`src/rtl/traffic_request_gen.sv`:
```
// traffic_request_gen: per-lane queue/age tracking and one-hot switch requests to the traffic controller (optional starvation logic under TRAFFIC_REQ_STARVE_EN)
module traffic_request_gen #(
  parameter int unsigned Q_W = 4,
  parameter int unsigned AGE_W = 8,
  parameter logic [AGE_W-1:0] MAX_WAIT = 8'd20
) (
  input  logic       clk,
  input  logic       rst,
  input  logic [3:0] car_arrive,
  input  logic [3:0] car_depart,
  input  logic [3:0] light_en,
  output logic       switch_to_a,
  output logic       switch_to_b,
  output logic       switch_to_c,
  output logic       switch_to_d,
  output logic [3:0] q_empty,
  output logic [3:0] starve
);
  typedef enum logic {IDLE, REQ} state_t;
  state_t state_q, state_d;
  logic [Q_W-1:0] q_q [4];
  logic [Q_W-1:0] q_d [4];
  logic [1:0] rr_q, rr_d, tgt_q, tgt_d, sel, lk;
  logic [3:0] is_green, nz, acc, st, cand, pool;
  logic [Q_W-1:0] best;
  logic green_v, found, n1, n2;
  // lane-indexed views (0=A..3=D) and saturating queue next state
  always_comb begin
    green_v = $onehot(light_en);
    for (int l = 0; l < 4; l++) begin
      is_green[l] = green_v && light_en[3-l];
      nz[l] = q_q[l] != '0;
      acc[l] = car_depart[3-l] && is_green[l] && nz[l];
      q_d[l] = (car_arrive[3-l] && !acc[l]) ? (&q_q[l] ? q_q[l] : q_q[l] + Q_W'(1)) :
               (acc[l] && !car_arrive[3-l]) ? q_q[l] - Q_W'(1) : q_q[l];
      q_empty[3-l] = !nz[l];
      starve[3-l] = st[l];
    end
  end
`ifdef TRAFFIC_REQ_STARVE_EN
  logic [AGE_W-1:0] age_q [4];
  // waiting-lane age counters, cleared while green or empty
  always_ff @(posedge clk or posedge rst)
    for (int l = 0; l < 4; l++)
      age_q[l] <= rst ? '0 : (is_green[l] || !nz[l]) ? '0 :
                  (&age_q[l] ? age_q[l] : age_q[l] + AGE_W'(1));
  // starvation flags from registered ages
  always_comb
    for (int l = 0; l < 4; l++) st[l] = age_q[l] >= MAX_WAIT;
`else
  assign st = '0;
`endif
  // need detection and target pick: largest queue, ties to first lane from rr_q
  always_comb begin
    cand = nz & ~is_green;
    n1 = |(is_green & ~nz) && |cand;
    n2 = |(st & ~is_green);
    pool = |(cand & st) ? (cand & st) : cand;
    found = 1'b0;
    sel = rr_q;
    best = '0;
    lk = rr_q;
    for (int k = 0; k < 4; k++) begin
      lk = rr_q + 2'(k);
      if (pool[lk] && (!found || q_q[lk] > best)) begin
        found = 1'b1;
        sel = lk;
        best = q_q[lk];
      end
    end
  end
  // request FSM next state: latch target in IDLE, hold until grant in REQ
  always_comb begin
    state_d = state_q;
    tgt_d = tgt_q;
    rr_d = rr_q;
    if (state_q == IDLE) begin
      if ((n1 || n2) && found) begin
        state_d = REQ;
        tgt_d = sel;
      end
    end else if (light_en == (4'b1000 >> tgt_q)) begin
      state_d = IDLE;
      rr_d = tgt_q + 2'd1;
    end
  end
  // state, target, round-robin pointer and queue registers
  always_ff @(posedge clk or posedge rst) begin
    if (rst) begin
      state_q <= IDLE;
      tgt_q <= 2'd0;
      rr_q <= 2'd0;
      for (int l = 0; l < 4; l++) q_q[l] <= '0;
    end else begin
      state_q <= state_d;
      tgt_q <= tgt_d;
      rr_q <= rr_d;
      for (int l = 0; l < 4; l++) q_q[l] <= q_d[l];
    end
  end
  assign switch_to_a = state_q == REQ && tgt_q == 2'd0;
  assign switch_to_b = state_q == REQ && tgt_q == 2'd1;
  assign switch_to_c = state_q == REQ && tgt_q == 2'd2;
  assign switch_to_d = state_q == REQ && tgt_q == 2'd3;
endmodule
```
`config.mk`:
```
export PLATFORM = sky130hd
export DESIGN_NAME = traffic_request_gen
export DESIGN_NICKNAME = d
export VERILOG_FILES = /design/src/rtl/traffic_request_gen.sv
export SDC_FILE = /design/constraint.sdc
export NUM_CORES = 1
export LEC_CHECK = 0
export CORE_MARGIN = 2
export CORE_UTILIZATION = 60
export DETAILED_ROUTE_END_ITERATION = 6
export HOLD_SLACK_MARGIN = 0.02
export PLACE_DENSITY_LB_ADDON = 0.15
export SYNTH_ARGS = -nofsm -noshare
export SYNTH_HDL_FRONTEND = slang
export SYNTH_SLANG_ARGS = --single-unit
```
`constraint.sdc`:
```
create_clock -name clk -period 8.2 [get_ports clk]
set_clock_uncertainty 0.15 [all_clocks]
set_input_delay 2.46 -clock clk [delete_from_list [all_inputs] [get_ports clk]]
set_output_delay 2.46 -clock clk [all_outputs]
set_load 0.01 [all_outputs]
```
==> results_dict.tcl, run 1 <==
set metrics [dict create \
    synth-edff-count 0 \
    cts_inserted_buffers 3 \
    ant_nets 0 \
    synth_seq_area_share 0.198 \
    coreArea_mm2 0.00429 \
    fill_cells 292 \
    drive_gt1_frac 0.284 \
    hp-start "tgt_q[1]" \
    max_slew_margin 0.330 \
    critPathMaxFanout 8 \
    timing.rr.start "rr_q[1]" \
    max_stage_delay_ns 0.55 \
    dr.pass1.iters 7 \
    ys_ff_latch 21 \
    final_cell_mix "buf_4 (35), nand2_1 (24), ha_1 (21), dfrtp_1 (21), clkdlybuf4s50_1 (18)" \
    hold_buffers 0 \
    top_usage_layer "met2" \
    dp.cells 375 \
    place.gp.congestion 0.840 \
    synthesis.area_mm2 0.00265 \
    max_freq_mhz 120 \
    layout_commonest_cell "buf_4" \
    whs_ns 0.437 \
    die_area_mm2 0.00497 \
    n_antenna_cell 0 \
    required_ns 8.26 \
    finalNonFillerCells 390 \
    cp-end-kind "flip-flop" \
    period_needed_ns 8.30 \
    timing.critical_path.from "light_en[0]" \
    finalCritPeriodShare 1.01 \
    crit_path_top_delay_cell "mux4_2" \
    seq_area_um2 526 \
    critPathBufInv 5 \
    utilization 0.775 \
    clkSinkCount 21 \
    grtUsageTotal 0.272 \
    grt_start_max_net_pins 36 \
    fp.dieW_um 70.5 \
    grt_antenna_before_repair 0 \
    grt_remaining_overflow 0 \
    crit_family "compound AO/OA/AOI/OAI gates" \
    setup_violations 2 \
    path_class "input port to flip-flop" \
    grt.met2_usage 0.440 \
    yosysWarnings 0 \
    worstSkewPairLatency_ns 0.27 \
    tightest_slew_ns 1.01 \
    arrival_ns 8.36 \
    cts_tree "built" \
    async_reset_ff_frac 1.00 \
    met3_usage 0.0274 \
    areaGrowthSynthToFinish_pct 25.5 \
    chipHeight_um 70.5 \
    syn_area_per_cell_um2 9.17 \
    num_rows 24 \
    via_count 2365 \
    max_cap_violations 0 \
    grt_util_met1 0.390 \
    violations "negative setup slack" \
    maxSlewViolCount 0 \
    synthCells 289 \
    clkSlewWorstSetupHoldPaths_ns 0.08 \
    routed_wl_um 6460 \
    grt_setup_unrepaired "true" \
    drt_iter0_drc 153 \
    outcome "finished, violations left" \
    fin_nets 384 \
    multi_input_area_mm2 0.00213 \
    portBuffers 21 \
    clock-root-buffer "clkbuf_8" \
    place_hpwl_um 4930 \
    startpoint_type "input port" \
    pin_count 26 \
    wl_per_cell_um 16.6 \
    hold_path_class "flip-flop to flip-flop" \
    initial_utilization 0.617 \
    setup_slack_ns -0.101 \
    route.detailed.drc 0 \
    clockBufferDepth 2 \
    grt_pass1_vias 2286 \
    htreeDepth 1 \
    hold_violations 0 \
    synth_cell_types 51 \
    viasPerCell 6.06 \
    grt_pass1_wl_um 10900 \
    cp_common_cell "ha_4" \
    ys.flop_type "dfrtp_1" \
]
[final timing paths]
kind	endpoint	slack (ns)	cells after the start
worst max register to register	tgt_q[0]	2.33	25
worst min register to register	tgt_q[1]	0.44	2
worst min-delay path	tgt_q[1]	0.44	2
min in group asynchronous	q_q[3]	2.50	2
worst max-delay path	tgt_q[0]	-0.10	32
max in group asynchronous	state_q	4.89	2
[cells by family after synthesis]
kind of cell / count (synthesis) / share of synthesized area
muxes: 32 / 0.162
other: 1 / 0.00141
buffers and inverters: 35 / 0.0585
xor gates and xnor gates: 20 / 0.0661
AOI/OAI and AO/OA: 69 / 0.175
and+or+nand+nor: 80 / 0.178
adders and majority gates: 31 / 0.160
DFF: 21 / 0.198
[per-layer routing]
metal  vias up  share of wire
met1      1131           0.46
li1       1155              -
met4         0          0.011
met2        71           0.49
met5         -              0
met3         8          0.044
[per-stage QoR]
stage               setup slack, ns  instance area [µm²]  TNS [ns]
finish                       -0.101                 3330    -0.126
global route                 -0.339                 3330    -0.641
CTS                         -0.0127                 3200   -0.0127
detailed placement           -0.920                 3100     -1.82
global placement             -0.668                 3100     -1.31
floorplan                    -0.301                 2730    -0.507
[sequential cells by signal (all words and copies together), names as in the netlist]
name     cells
q_q         16
rr_q         2
state_q      1
tgt_q        2
[final cells by class]
| cell class | instances | share of cell area |
|---|---|---|
| clock buffer | 4 | 0.0135 |
| inverter | 20 | 0.0233 |
| multi-input combinational | 236 | 0.640 |
| sequential | 21 | 0.158 |
| tap | 52 | 0.0196 |
| timing repair buffer | 57 | 0.146 |
[worst reg2reg max path, stage by stage, from the launching register on]
cell	delay, ns
dfrtp_1	1.01
inv_1	0.47
and2_1	0.30
a211oi_4	0.21
inv_2	0.08
ha_4	0.22
nor2b_4	0.12
o21ai_2	0.14
a21oi_2	0.08
o21ai_4	0.22
mux2i_2	0.27
ha_1	0.27
nor2b_4	0.13
o21a_1	0.16
o21a_1	0.17
o21ai_2	0.18
a21oi_4	0.10
mux2_4	0.33
ha_4	0.15
inv_2	0.04
a21oi_2	0.04
o21ai_1	0.13
a32oi_1	0.09
a221o_1	0.39
o31a_1	0.29
nand3_1	0.08
[cells in the mapped netlist (5+ instances only)]
| cell type | count | area [µm²] |
|---|---|---|
| inv_1 | 18 | 67.6 |
| xor2_1 | 7 | 61.3 |
| mux2i_1 | 16 | 160 |
| nor2_1 | 14 | 52.6 |
| o21ai_0 | 13 | 65.1 |
| a21o_1 | 10 | 75.1 |
| nand4_1 | 6 | 37.5 |
| mux2_2 | 8 | 90.1 |
| dfrtp_1 | 21 | 526 |
| clkbuf_1 | 8 | 30.0 |
| nand3_1 | 9 | 45.0 |
| a21oi_1 | 19 | 95.1 |
| nand2_1 | 24 | 90.1 |
| mux4_2 | 8 | 180 |
| fa_1 | 5 | 100 |
| and2_1 | 7 | 43.8 |
| ha_1 | 26 | 325 |
| xnor2_1 | 13 | 114 |
[repair_timing]
item                                   CTS  global route
endpoints found under the hold margin    0             0
pin swaps                               20            24
buffers inserted                         5             6
setup endpoints to repair                2             2
resized for setup                       21            17
Power of run 1 is not shown: default switching activity piles up to over one toggle a cycle in this logic, so the estimate is an artifact.
==> run 2: changes to the inputs <==
--- a/config.mk
+++ b/config.mk
@@ -10,6 +10,7 @@
 export DETAILED_ROUTE_END_ITERATION = 6
 export HOLD_SLACK_MARGIN = 0.02
 export PLACE_DENSITY_LB_ADDON = 0.15
+export SLEW_MARGIN = 20
 export SYNTH_ARGS = -nofsm -noshare
 export SYNTH_HDL_FRONTEND = slang
 export SYNTH_SLANG_ARGS = --single-unit
==> results of run 2 <==
No change in the layout: final DEF, timing and power equal those of run 1.
Power of run 2 is left out for the same reason.
